<file path="src/rtl/fetch_unit_pkg.sv">
// Shared definitions for the fetch stage: opcode constants, fetch state encoding
// and instruction-size encodings (the size encodings are also used by the decoder).
package fetch_unit_pkg;

  localparam logic [7:0] OPC_JMP_ABS = 8'h4C;
  localparam logic [7:0] OPC_NOP     = 8'hEA;

  localparam logic [1:0] SIZE_1 = 2'd1;
  localparam logic [1:0] SIZE_2 = 2'd2;
  localparam logic [1:0] SIZE_3 = 2'd3;

  typedef enum logic [1:0] {
    FETCH_OP = 2'd0,
    FETCH_B1 = 2'd1,
    FETCH_B2 = 2'd2,
    ISSUE    = 2'd3
  } fetch_state_e;

  // The decoder may report 0 for unknown opcodes; fetch treats that as a 1-byte instruction.
  function automatic logic [1:0] norm_size(input logic [1:0] raw);
    return (raw == 2'd0) ? SIZE_1 : raw;
  endfunction

endpackage

</file>
<file path="src/rtl/fetch_unit.sv">
// Byte-serial instruction fetch: reads opcode plus 0-2 operand bytes and issues one
// assembled instruction via valid/ready. Define FETCH_JMP_FOLD_EN to fold JMP abs in fetch.
module fetch_unit
  import fetch_unit_pkg::*;
#(
  parameter int                ADDR_W   = 16,
  parameter logic [ADDR_W-1:0] RESET_PC = 16'h0200
) (
  input  logic              clk,
  input  logic              rst_n,
  output logic [ADDR_W-1:0] mem_addr,
  output logic              mem_rd,
  input  logic [7:0]        mem_rdata,
  input  logic              mem_ready,
  output logic [7:0]        dec_opcode,
  input  logic [1:0]        dec_instr_size,
  output logic              instr_valid,
  input  logic              instr_ready,
  output logic [7:0]        instr_opcode,
  output logic [7:0]        instr_op1,
  output logic [7:0]        instr_op2,
  output logic [1:0]        instr_size,
  output logic [ADDR_W-1:0] instr_pc,
  input  logic              redirect_valid,
  input  logic [ADDR_W-1:0] redirect_pc
);

  fetch_state_e      state_q, state_d;
  logic [ADDR_W-1:0] pc_q, pc_d;
  logic [ADDR_W-1:0] instr_pc_q, instr_pc_d;
  logic [7:0]        opcode_q, opcode_d;
  logic [7:0]        instr_opcode_q, instr_opcode_d;
  logic [7:0]        op1_q, op1_d;
  logic [7:0]        op2_q, op2_d;
  logic [1:0]        size_q, size_d;

  always_comb begin
    // NOTE: every next-state variable gets its hold value first so no path infers a latch.
    state_d        = state_q;
    pc_d           = pc_q;
    instr_pc_d     = instr_pc_q;
    opcode_d       = opcode_q;
    instr_opcode_d = instr_opcode_q;
    op1_d          = op1_q;
    op2_d          = op2_q;
    size_d         = size_q;

    if (redirect_valid) begin
      // Redirect wins over any memory completion or handshake in the same cycle.
      state_d = FETCH_OP;
      pc_d    = redirect_pc;
    end else begin
      case (state_q)
        FETCH_OP: if (mem_ready) begin
          opcode_d       = mem_rdata;
          instr_opcode_d = mem_rdata;
          instr_pc_d     = pc_q;
          pc_d           = pc_q + 1'b1;
          size_d         = norm_size(dec_instr_size);
          state_d        = (norm_size(dec_instr_size) == SIZE_1) ? ISSUE : FETCH_B1;
        end
        FETCH_B1: if (mem_ready) begin
          op1_d   = mem_rdata;
          pc_d    = pc_q + 1'b1;
          state_d = (size_q == SIZE_3) ? FETCH_B2 : ISSUE;
        end
        FETCH_B2: if (mem_ready) begin
          op2_d   = mem_rdata;
          pc_d    = pc_q + 1'b1;
          state_d = ISSUE;
`ifdef FETCH_JMP_FOLD_EN
          if (opcode_q == OPC_JMP_ABS) begin
            pc_d    = ADDR_W'({mem_rdata, op1_q});
            state_d = FETCH_OP;
          end
`else
`endif
        end
        ISSUE: if (instr_ready) state_d = FETCH_OP;
      endcase
    end

    if (state_d == FETCH_OP) begin
      op1_d = 8'h00;
      op2_d = 8'h00;
    end
  end

  // NOTE: sequential state uses non-blocking assignments so all registers update together.
  always_ff @(posedge clk or negedge rst_n) begin
    if (!rst_n) begin
      state_q        <= FETCH_OP;
      pc_q           <= RESET_PC;
      instr_pc_q     <= RESET_PC;
      opcode_q       <= OPC_NOP;
      instr_opcode_q <= 8'h00;
      op1_q          <= 8'h00;
      op2_q          <= 8'h00;
      size_q         <= SIZE_1;
    end else begin
      state_q        <= state_d;
      pc_q           <= pc_d;
      instr_pc_q     <= instr_pc_d;
      opcode_q       <= opcode_d;
      instr_opcode_q <= instr_opcode_d;
      op1_q          <= op1_d;
      op2_q          <= op2_d;
      size_q         <= size_d;
    end
  end

  // Request is masked while reset is held so nothing is read before release.
  assign mem_rd       = rst_n && (state_q != ISSUE);
  assign mem_addr     = pc_q;
  assign dec_opcode   = (state_q == FETCH_OP && mem_ready) ? mem_rdata : opcode_q;
  assign instr_valid  = (state_q == ISSUE);
  assign instr_opcode = instr_opcode_q;
  assign instr_op1    = op1_q;
  assign instr_op2    = op2_q;
  assign instr_size   = size_q;
  assign instr_pc     = instr_pc_q;

endmodule

</file>
<file path="config.mk">
export PLATFORM = sky130hd
export DESIGN_NAME = fetch_unit
export DESIGN_NICKNAME = d
export VERILOG_FILES = /design/src/rtl/fetch_unit_pkg.sv /design/src/rtl/fetch_unit.sv
export SDC_FILE = /design/constraint.sdc
export NUM_CORES = 1
export LEC_CHECK = 0
export CAP_MARGIN = 20
export CORE_ASPECT_RATIO = 2
export CORE_UTILIZATION = 44
export CTS_CLUSTER_DIAMETER = 200
export DETAILED_ROUTE_END_ITERATION = 7
export PLACE_DENSITY = 0.81
export SYNTH_ARGS = -nofsm -noshare
export SYNTH_HDL_FRONTEND = slang
export SYNTH_SLANG_ARGS = --single-unit
</file>
<file path="constraint.sdc">
create_clock -name clk -period 2.9 [get_ports clk]
set_input_delay 0.435 -clock clk [delete_from_list [all_inputs] [get_ports clk]]
set_output_delay 0.435 -clock clk [all_outputs]
set_load 0.1 [all_outputs]
</file>
==> impl_metrics.json, run 1 <==
{
  "fillers": 520,
  "critPathBufInv": 3,
  "crit_fanout": 9,
  "nets": 427,
  "power_frac_comb_pct": 41.3,
  "syn_nets": 326,
  "path_cells": "clkdlybuf4s50_1, nor3b_2, buf_4, mux2_2, buf_12",
  "yosysSeqAreaShare_pct": 55.4,
  "synth_area_leaders": "dfrtp_1 48%, nand2_1 12%, dfstp_2 7.1%, a22o_1 4.7%, mux2_2 3.4%",
  "synthArstFlopShare_pct": 100,
  "cts.sinks": 65,
  "dp_hpwl_um": 5660,
  "io_buffers": 98,
  "grt-ovfl-total": 0,
  "max_slew_margin_pct": 48.6,
  "grt_usage_pct": 24.6,
  "clock-root-buffer": "clkbuf_16",
  "cp_top_family": "buffers and inverters",
  "dieArea_um2": 7060,
  "ios": 99,
  "grt_pass1_vias": 2595,
  "leakage_nw": 2.07,
  "avgSynthCellArea_um2": 10.0,
  "clk_pin_slew_ns": 0.05,
  "p_clk_share_pct": 29.5,
  "gp_congestion": 0.860,
  "cts_tree": "built",
  "coreArea_um2": 6410,
  "r2r_setup_slack_ns": 0.89,
  "die_w_um": 59.9,
  "ys_seq_elements": 65,
  "ys_warn_count": 0,
  "vdd_drop_max_mv": 0.704,
  "synth_top_family_by_area": "simple AND/OR/NAND/NOR gates",
  "drc": 0,
  "postCtsSetupBuffers": 0,
  "cp_slowest_cell": "clkdlybuf4s50_1",
  "hold_viol": 0,
  "fp.dieH_um": 118,
  "synth_mux_area_share_pct": 3.77,
  "initial_core_util_pct": 46.0,
  "ant_nets": 0,
  "dp_slack_ns": 0.367,
  "setup_violations": 0,
  "p_seq_share_pct": 29.2,
  "area_delta_synth_final_pct": 45.9,
  "netlist_instances": 294,
  "start_kind": "input pin",
  "cts_buffers": 9,
  "end_kind": "primary output",
  "grt_pass1_wl_um": 12700,
  "vias": 2552,
  "vias_per_cell": 5.25,
  "postLayoutCoreUtil_pct": 67.2,
  "postCtsResizedCells": 0,
  "finClkSkew_ns": 0.00417,
  "tns_ns": 0,
  "htree_levels": 3,
  "yosysTopAreaCellShare_pct": 48.3,
  "synth_xor_area_share_pct": 2.37,
  "design_power_total_mw": 4.03,
  "synth_top_area_cell": "dfrtp_1",
  "fmax_mhz": 401,
  "first_pass_iters": 4,
  "yosys.area_share.simple_pct": 22.3,
  "max-clock-path-buffers": 2,
  "power_density_nw_per_um2": 935,
  "p_sw_mw": 1.76,
  "worstMarginPinSlew_ns": 0.770,
  "r2r-end": "mem_addr[14]$_DFFE_PN0P_",
  "setup_ws_ns": 0.405,
  "synth_area_um2": 2950,
  "row_count": 41,
  "post-route-min-period_ns": 2.50,
  "diodes": 0,
  "period_share_pct": 86.0,
  "p_int_mw": 2.27,
  "avgRoutedWirePerCell_um": 16.0,
  "max_stage_delay_ns": 0.65,
  "synth_flop_cell": "dfrtp_1",
  "status": "finished, final reports clean",
  "totalWireLength_um": 7790,
  "clk_latency_ns": 0.33,
  "r2r-start": "state_q[0]$_DFF_PN0_",
  "worstHoldPathType": "input pin to asynchronous set/reset pin",
  "synth-edff-count": 0,
  "grt_max_degree": 66,
  "r2r_cells": 4,
  "drv_cap": 0,
  "required_ns": 2.47,
  "ys_types": 44,
  "synth_compound_area_share_pct": 12.2,
  "critPathKind": "input pin to primary output",
  "final_max_slew_viol_count": 0,
  "holdBufCountCts": 0,
  "synth_fa_ha_area_share_pct": 0.424,
  "first_iter_violations": 105,
  "arrival_ns": 2.06,
  "drive_above_1_share_pct": 29.8,
  "switching_share_pct": 43.7,
  "rsz0062_at_grt": "no",
  "worst_hold_slack_ns": 0.351,
  "antenna_found_initial": 0
}
## final cells by class
class,count,area (µm²),share of cell area (%)
clock buffer,14,274,6.36
clock inverter,2,60.1,1.39
inverter,4,15.0,0.348
multi-input combinational,208,1220,28.3
sequential,65,1640,38.0
tap,86,108,2.50
timing repair buffer,107,998,23.2
## registers in the layout, summed over array words and instances (netlist names)
name and flops:
instr_pc 16, instr_op1 8, instr_size 2, state_q 2, instr_opcode 5, instr_op2 8, opcode_q 8, mem_addr 16
## cells by family (layout without fill, tap and decap cells)
kind of cell	after synthesis	count (layout)
xor+xnor	8	8
fa+ha+maj	1	1
mux	10	10
flops	65	65
simple gates	140	140
compound gates	49	49
buf+inv	21	127
## metrics by stage
| stage | instance area, µm² | instances |
|---|---|---|
| after floorplan | 2960 | 294 |
| after global placement | 3980 | 470 |
| after detailed placement | 3980 | 470 |
| after CTS | 4310 | 486 |
| after global routing | 4310 | 486 |
| final | 4310 | 486 |
## layout by cell type (no fill, tap or decap), types with 9 or more instances in the layout
| cell | n |
|---|---|
| mux2_2 | 9 |
| buf_12 | 10 |
| nand2_1 | 96 |
| clkdlybuf4s50_1 | 29 |
| a22o_1 | 16 |
| buf_4 | 67 |
| clkbuf_16 | 9 |
| dfrtp_1 | 57 |
| o21ai_0 | 11 |
| nor2_1 | 10 |
## power groups by stage
stage	clock network, mW	logic, mW	registers, mW
after detailed placement	0	1.67	1.19
after global routing	1.24	1.72	1.19
final	1.19	1.66	1.18
after CTS	1.20	1.68	1.17
after floorplan	0	0.500	1.91
after global placement	0	1.65	1.18
## layer usage
metal  vias to the layer above  wire length, µm  track usage [%]
met5                         -                0                0
met4                         0              338             15.0
met3                        25              291             6.37
met2                        79             4370             41.5
met1                      1231             2790             25.8
li1                       1217                -                -
## cells in the mapped netlist, types with 2 or more instances
cell	number
buf_4	3
nor3b_2	2
dfstp_2	8
o21ai_0	11
a311oi_1	2
o31ai_1	5
buf_2	3
and3_1	2
o21ai_1	2
inv_1	4
nand2_1	96
nand3_1	2
or4_1	5
nor2_1	10
a22o_1	16
clkbuf_1	10
and4_1	2
xor2_1	7
mux2_2	9
a31oi_1	8
dfrtp_1	57
and2_1	3
nand4_1	6
## worst max-delay path by stage
stage	startpoint	to	slack [ns]	depth (start not counted)
floorplan	state_q[0]$_DFF_PN0_	mem_rd	0.32	4
global placement	mem_ready	mem_addr[14]$_DFFE_PN0P_	0.42	5
detailed placement	mem_ready	mem_addr[14]$_DFFE_PN0P_	0.37	5
CTS	mem_ready	dec_opcode[5]	0.41	5
global route	mem_ready	dec_opcode[3]	0.35	5
finish	mem_ready	dec_opcode[5]	0.40	5
Note: power is estimated with default switching activity, not from simulation.
==> run 2, diff against run 1 <==
CORE_UTILIZATION = 30   (was 44)
PLACE_DENSITY = 0.6   (was 0.81)
==> run 2 against run 1 <==
First-iteration DRC count up 15%; clock-buffer cell count unchanged; register-to-register slack better by 0.03 ns; worst setup slack gained 0.13 ns; sequential share of layout area shrank 0.34 points; critical path depth shrank 1; non-clock buffer count rose by 2; clock power shrank 8%; global-route usage is 7.4 points lower; largest power group unchanged.
==> impl_metrics.json, run 2 (synthesized netlist as in run 1, its figures left out) <==
{
  "worstMarginPinSlew_ns": 0.825,
  "critPathKind": "flip-flop to primary output",
  "power_density_nw_per_um2": 904,
  "setup_violations": 0,
  "area_delta_synth_final_pct": 47.2,
  "vdd_drop_max_mv": 0.362,
  "clock-root-buffer": "clkbuf_16",
  "final_max_slew_viol_count": 0,
  "grt-ovfl-total": 0,
  "setup_ws_ns": 0.537,
  "critPathBufInv": 2,
  "arrival_ns": 1.93,
  "status": "finished, final reports clean",
  "dp_slack_ns": 0.535,
  "dp.cells": 516,
  "row_count": 50,
  "start_kind": "flip-flop",
  "ant_nets": 0,
  "cts_tree": "built",
  "diodes": 0,
  "r2r-start": "state_q[0]$_DFF_PN0_",
  "ios": 99,
  "nets": 429,
  "r2r_setup_slack_ns": 0.92,
  "fin_cells": 532,
  "grt_usage_pct": 17.1,
  "hold_viol": 0,
  "wl_met3_um": 329,
  "final_common_cell": "nand2_1",
  "cts_buffers": 9,
  "clk_latency_ns": 0.32,
  "io_buffers": 98,
  "dieArea_um2": 10300,
  "drc": 0,
  "crit_fanout": 15,
  "period_share_pct": 81.5,
  "r2r-end": "mem_addr[14]$_DFFE_PN0P_",
  "postCtsSetupBuffers": 0,
  "cts.sinks": 65,
  "max_slew_margin_pct": 45.0,
  "met1_length_um": 3000,
  "layout_common_cells": "96 x nand2_1, 70 x buf_4, 57 x dfrtp_1, 29 x clkdlybuf4s50_1, 16 x a22o_1",
  "leakage_nw": 2.06,
  "coreArea_um2": 9450,
  "grt_pass1_wl_um": 13100,
  "first_pass_iters": 4,
  "htree_levels": 3,
  "rsz0062_at_grt": "no",
  "fmax_mhz": 423,
  "antenna_found_initial": 0,
  "post-route-min-period_ns": 2.36,
  "die_w_um": 72.2,
  "required_ns": 2.47,
  "end_kind": "primary output",
  "dp_hpwl_um": 6180,
  "finClkSkew_ns": 0.00583,
  "cp_top_family": "flip-flops",
  "path_cells": "nor3b_2, buf_4, mux2_2, buf_12",
  "max_stage_delay_ns": 0.58,
  "cp_slowest_cell": "dfrtp_1",
  "grt_max_degree": 66,
  "avgRoutedWirePerCell_um": 15.4,
  "vias_per_cell": 4.78,
  "fp.dieH_um": 142,
  "tns_ns": 0,
  "dr_wl_met2_um": 4660,
  "drive_above_1_share_pct": 30.1,
  "grt_pass1_vias": 2489,
  "max-clock-path-buffers": 2,
  "initial_core_util_pct": 31.3,
  "gp_congestion": 0.763,
  "postCtsResizedCells": 0,
  "vias": 2544,
  "totalWireLength_um": 8210,
  "drv_cap": 0,
  "r2r_cells": 4,
  "topRoutingLayerUsed": "met4",
  "first_iter_violations": 121,
  "holdBufCountCts": 0,
  "clk_pin_slew_ns": 0.05,
  "worstHoldPathType": "input pin to asynchronous set/reset pin"
}
-- run 2: worst register-to-register path, delay by kind of cell (launching register included) --
| family | cells | cell delay (ns) |
|---|---|---|
| DFF | 1 | 0.58 |
| AOI/OAI and AO/OA | 2 | 0.59 |
| and+or+nand+nor | 2 | 0.74 |
-- run 2: final cells by class --
type	instances	area [µm²]
clock buffers	14	274
multi-input cells	208	1220
inverters	4	15.0
clock inverters	2	35.0
repair buffers	109	1000
well taps	130	163
fillers	906	5100
flip-flops and latches	65	1640
-- run 2: routing by layer --
layer / track usage, % / vias to the layer above
met4: 8.26 / 0
li1: - / 1224
met1: 18.1 / 1246
met2: 31.0 / 64
met5: 0 / -
met3: 3.97 / 10
-- run 2: how the worst max path moves through the flow --
stage	slack [ns]	cells past startpoint	from	endpoint
after detailed placement	0.53	5	mem_ready	dec_opcode[6]
after global placement	0.54	5	mem_ready	dec_opcode[6]
final	0.54	4	state_q[1]$_DFF_PN0_	dec_opcode[7]
after floorplan	0.32	4	state_q[0]$_DFF_PN0_	mem_rd
after global routing	0.47	4	state_q[1]$_DFF_PN0_	dec_opcode[0]
after CTS	0.51	4	state_q[1]$_DFF_PN0_	dec_opcode[6]
-- run 2: power breakdown --
| group | switching (mW) | internal [mW] |
|---|---|---|
| Clock | 0.360 | 0.734 |
| Combinational | 1.27 | 0.389 |
| Sequential | 0.118 | 1.05 |
-- run 2: per-stage QoR --
step / util (%) / instance area [µm²] / hold WS, ns / power, mW
2_1_floorplan: - / 2960 / 0.139 / 2.41
3_3_place_gp: 42.8 / 4040 / 0.447 / 2.85
3_5_place_dp: 42.8 / 4040 / 0.450 / 2.86
4_1_cts: 46.0 / 4350 / 0.364 / 3.97
5_1_grt: 46.0 / 4350 / 0.406 / 4.07
6_report: 46.0 / 4350 / 0.339 / 3.93
==> run 3, diff against run 2 <==
PLACE_DENSITY = 0.62   (was 0.6)
clock period = 2.1 ns   (was 2.9 ns; I/O delays follow)
==> run 3 against run 2 <==
Clock-buffer cell count unchanged; combinational power grew 40%; hold slack worse by 0.12 ns; first-iteration DRC count is the same; clock power rose by 31%; via count decreased by 0.35%; core utilization grew 0.85 points; die area stayed put; critical path depth did not move; final cell count increased by 1.5%; wire length grew 1.5%.
==> impl_metrics.json, run 3 (synthesized netlist as in run 1, its figures left out) <==
{
  "vias_per_cell": 4.69,
  "area_delta_synth_final_pct": 50.0,
  "drv_cap": 0,
  "first_pass_iters": 6,
  "grt_pass1_vias": 2494,
  "nets": 437,
  "ios": 99,
  "fmax_mhz": 496,
  "cp_slowest_cell": "dfrtp_2",
  "required_ns": 1.78,
  "power_density_nw_per_um2": 1220,
  "path_cells": "nor3b_2, buf_6, mux2_2, buf_12",
  "period_share_pct": 95.9,
  "max_stage_delay_ns": 0.43,
  "crit_fanout": 8,
  "max-clock-path-buffers": 2,
  "worstMarginPinSlew_ns": 0.820,
  "drc": 0,
  "grt_max_degree": 66,
  "avgRoutedWirePerCell_um": 15.4,
  "leakage_nw": 2.09,
  "post-route-min-period_ns": 2.01,
  "diodes": 0,
  "row_count": 50,
  "vias": 2535,
  "grt_pass1_wl_um": 13000,
  "fp.dieH_um": 142,
  "final_common_cell": "nand2_1",
  "ant_nets": 0,
  "antenna_found_initial": 0,
  "cts.sinks": 65,
  "io_buffers": 98,
  "worstHoldPathType": "input pin to asynchronous set/reset pin",
  "setup_violations": 0,
  "initial_core_util_pct": 31.3,
  "arrival_ns": 1.70,
  "finClkSkew_ns": 0.00386,
  "coreArea_um2": 9450,
  "drive_above_1_share_pct": 34.6,
  "die_w_um": 72.2,
  "final_max_slew_viol_count": 0,
  "grt_usage_pct": 17.0,
  "dp_hpwl_um": 6240,
  "grt-ovfl-total": 0,
  "dp_slack_ns": -0.0168,
  "gp_congestion": 0.794,
  "holdBufCountCts": 0,
  "setup_ws_ns": 0.0856,
  "vdd_drop_max_mv": 0.418,
  "start_kind": "flip-flop",
  "cts_tree": "built",
  "dieArea_um2": 10300,
  "cp_top_family": "flip-flops",
  "rsz0062_at_grt": "no",
  "fin_cells": 540,
  "status": "finished, final reports clean",
  "r2r-start": "mem_addr[5]$_DFFE_PN0P_",
  "first_iter_violations": 121,
  "clock-root-buffer": "clkbuf_16",
  "totalWireLength_um": 8330,
  "hold_viol": 0,
  "layout_common_cells": "96 x nand2_1, 76 x buf_4, 46 x dfrtp_1, 28 x clkdlybuf4s50_1, 16 x a22o_1",
  "cp-startpoint": "state_q[1]$_DFF_PN0_",
  "htree_levels": 3,
  "cts_buffers": 9,
  "max_slew_margin_pct": 45.4,
  "clk_latency_ns": 0.33,
  "critPathKind": "flip-flop to primary output",
  "clk_pin_slew_ns": 0.05,
  "dp.cells": 524,
  "critPathBufInv": 2,
  "end_kind": "primary output"
}
==> run 3: through the flow <==
stage / utilization (%) / power (mW) / setup TNS, ns / hold slack [ns] / area, µm²
CTS: 46.8 / 5.43 / 0 / 0.269 / 4430
finish: 46.9 / 5.38 / 0 / 0.221 / 4430
global placement: 43.7 / 3.96 / -0.0995 / 0.447 / 4130
floorplan: - / 3.33 / 0 / 0.0194 / 2970
detailed placement: 43.7 / 3.98 / -0.0742 / 0.450 / 4130
global route: 46.9 / 5.57 / 0 / 0.307 / 4430
==> run 3: final cells by class <==
type                       count  area (µm²)
fill                         905        5020
sequential                    65        1650
multi-input combinational    208        1230
timing repair buffer         117        1080
clock buffer                  14         284
tap                          130         163
inverter                       4        15.0
clock inverter                 2        10.0
==> run 3: per-layer routing <==
layer	vias to the layer above	GRT usage, %	share of wire [%]
met1	1228	18.8	38
met2	59	30.3	57
met3	13	3.19	3.2
li1	1235	-	-
met5	-	0	0
met4	0	8.05	2.3
==> run 3: repair_timing <==
action                                 in CTS  in global routing
resized for setup                           2                  2
buffers inserted                            0                  0
gates cloned                                0                  0
setup endpoints to repair                   8                  8
endpoints found under the hold margin       0                  0
==> run 3: path summary, 6_finish.rpt <==
| check | to | slack, ns | cells past startpoint |
|---|---|---|---|
| max | dec_opcode[4] | 0.09 | 4 |
| min | instr_op2[4]$_DFFE_PN0P_ | 0.22 | 2 |
| max reg2reg | mem_addr[8]$_DFFE_PN0P_ | 0.35 | 4 |
| min reg2reg | opcode_q[1]$_DFFE_PN1P_ | 0.46 | 2 |
| max in group asynchronous | mem_addr[10]$_DFFE_PN0P_ | 1.29 | 2 |
| min in group clk | opcode_q[1]$_DFFE_PN1P_ | 0.46 | 2 |
==> run 3: power by group <==
group	internal, mW	switching (mW)	leakage (nW)	total [mW]
registers	1.46	0.157	0.794	1.62
clock network	0.923	0.511	0.149	1.43
logic	0.553	1.78	1.15	2.33
total	2.94	2.45	2.09	5.38
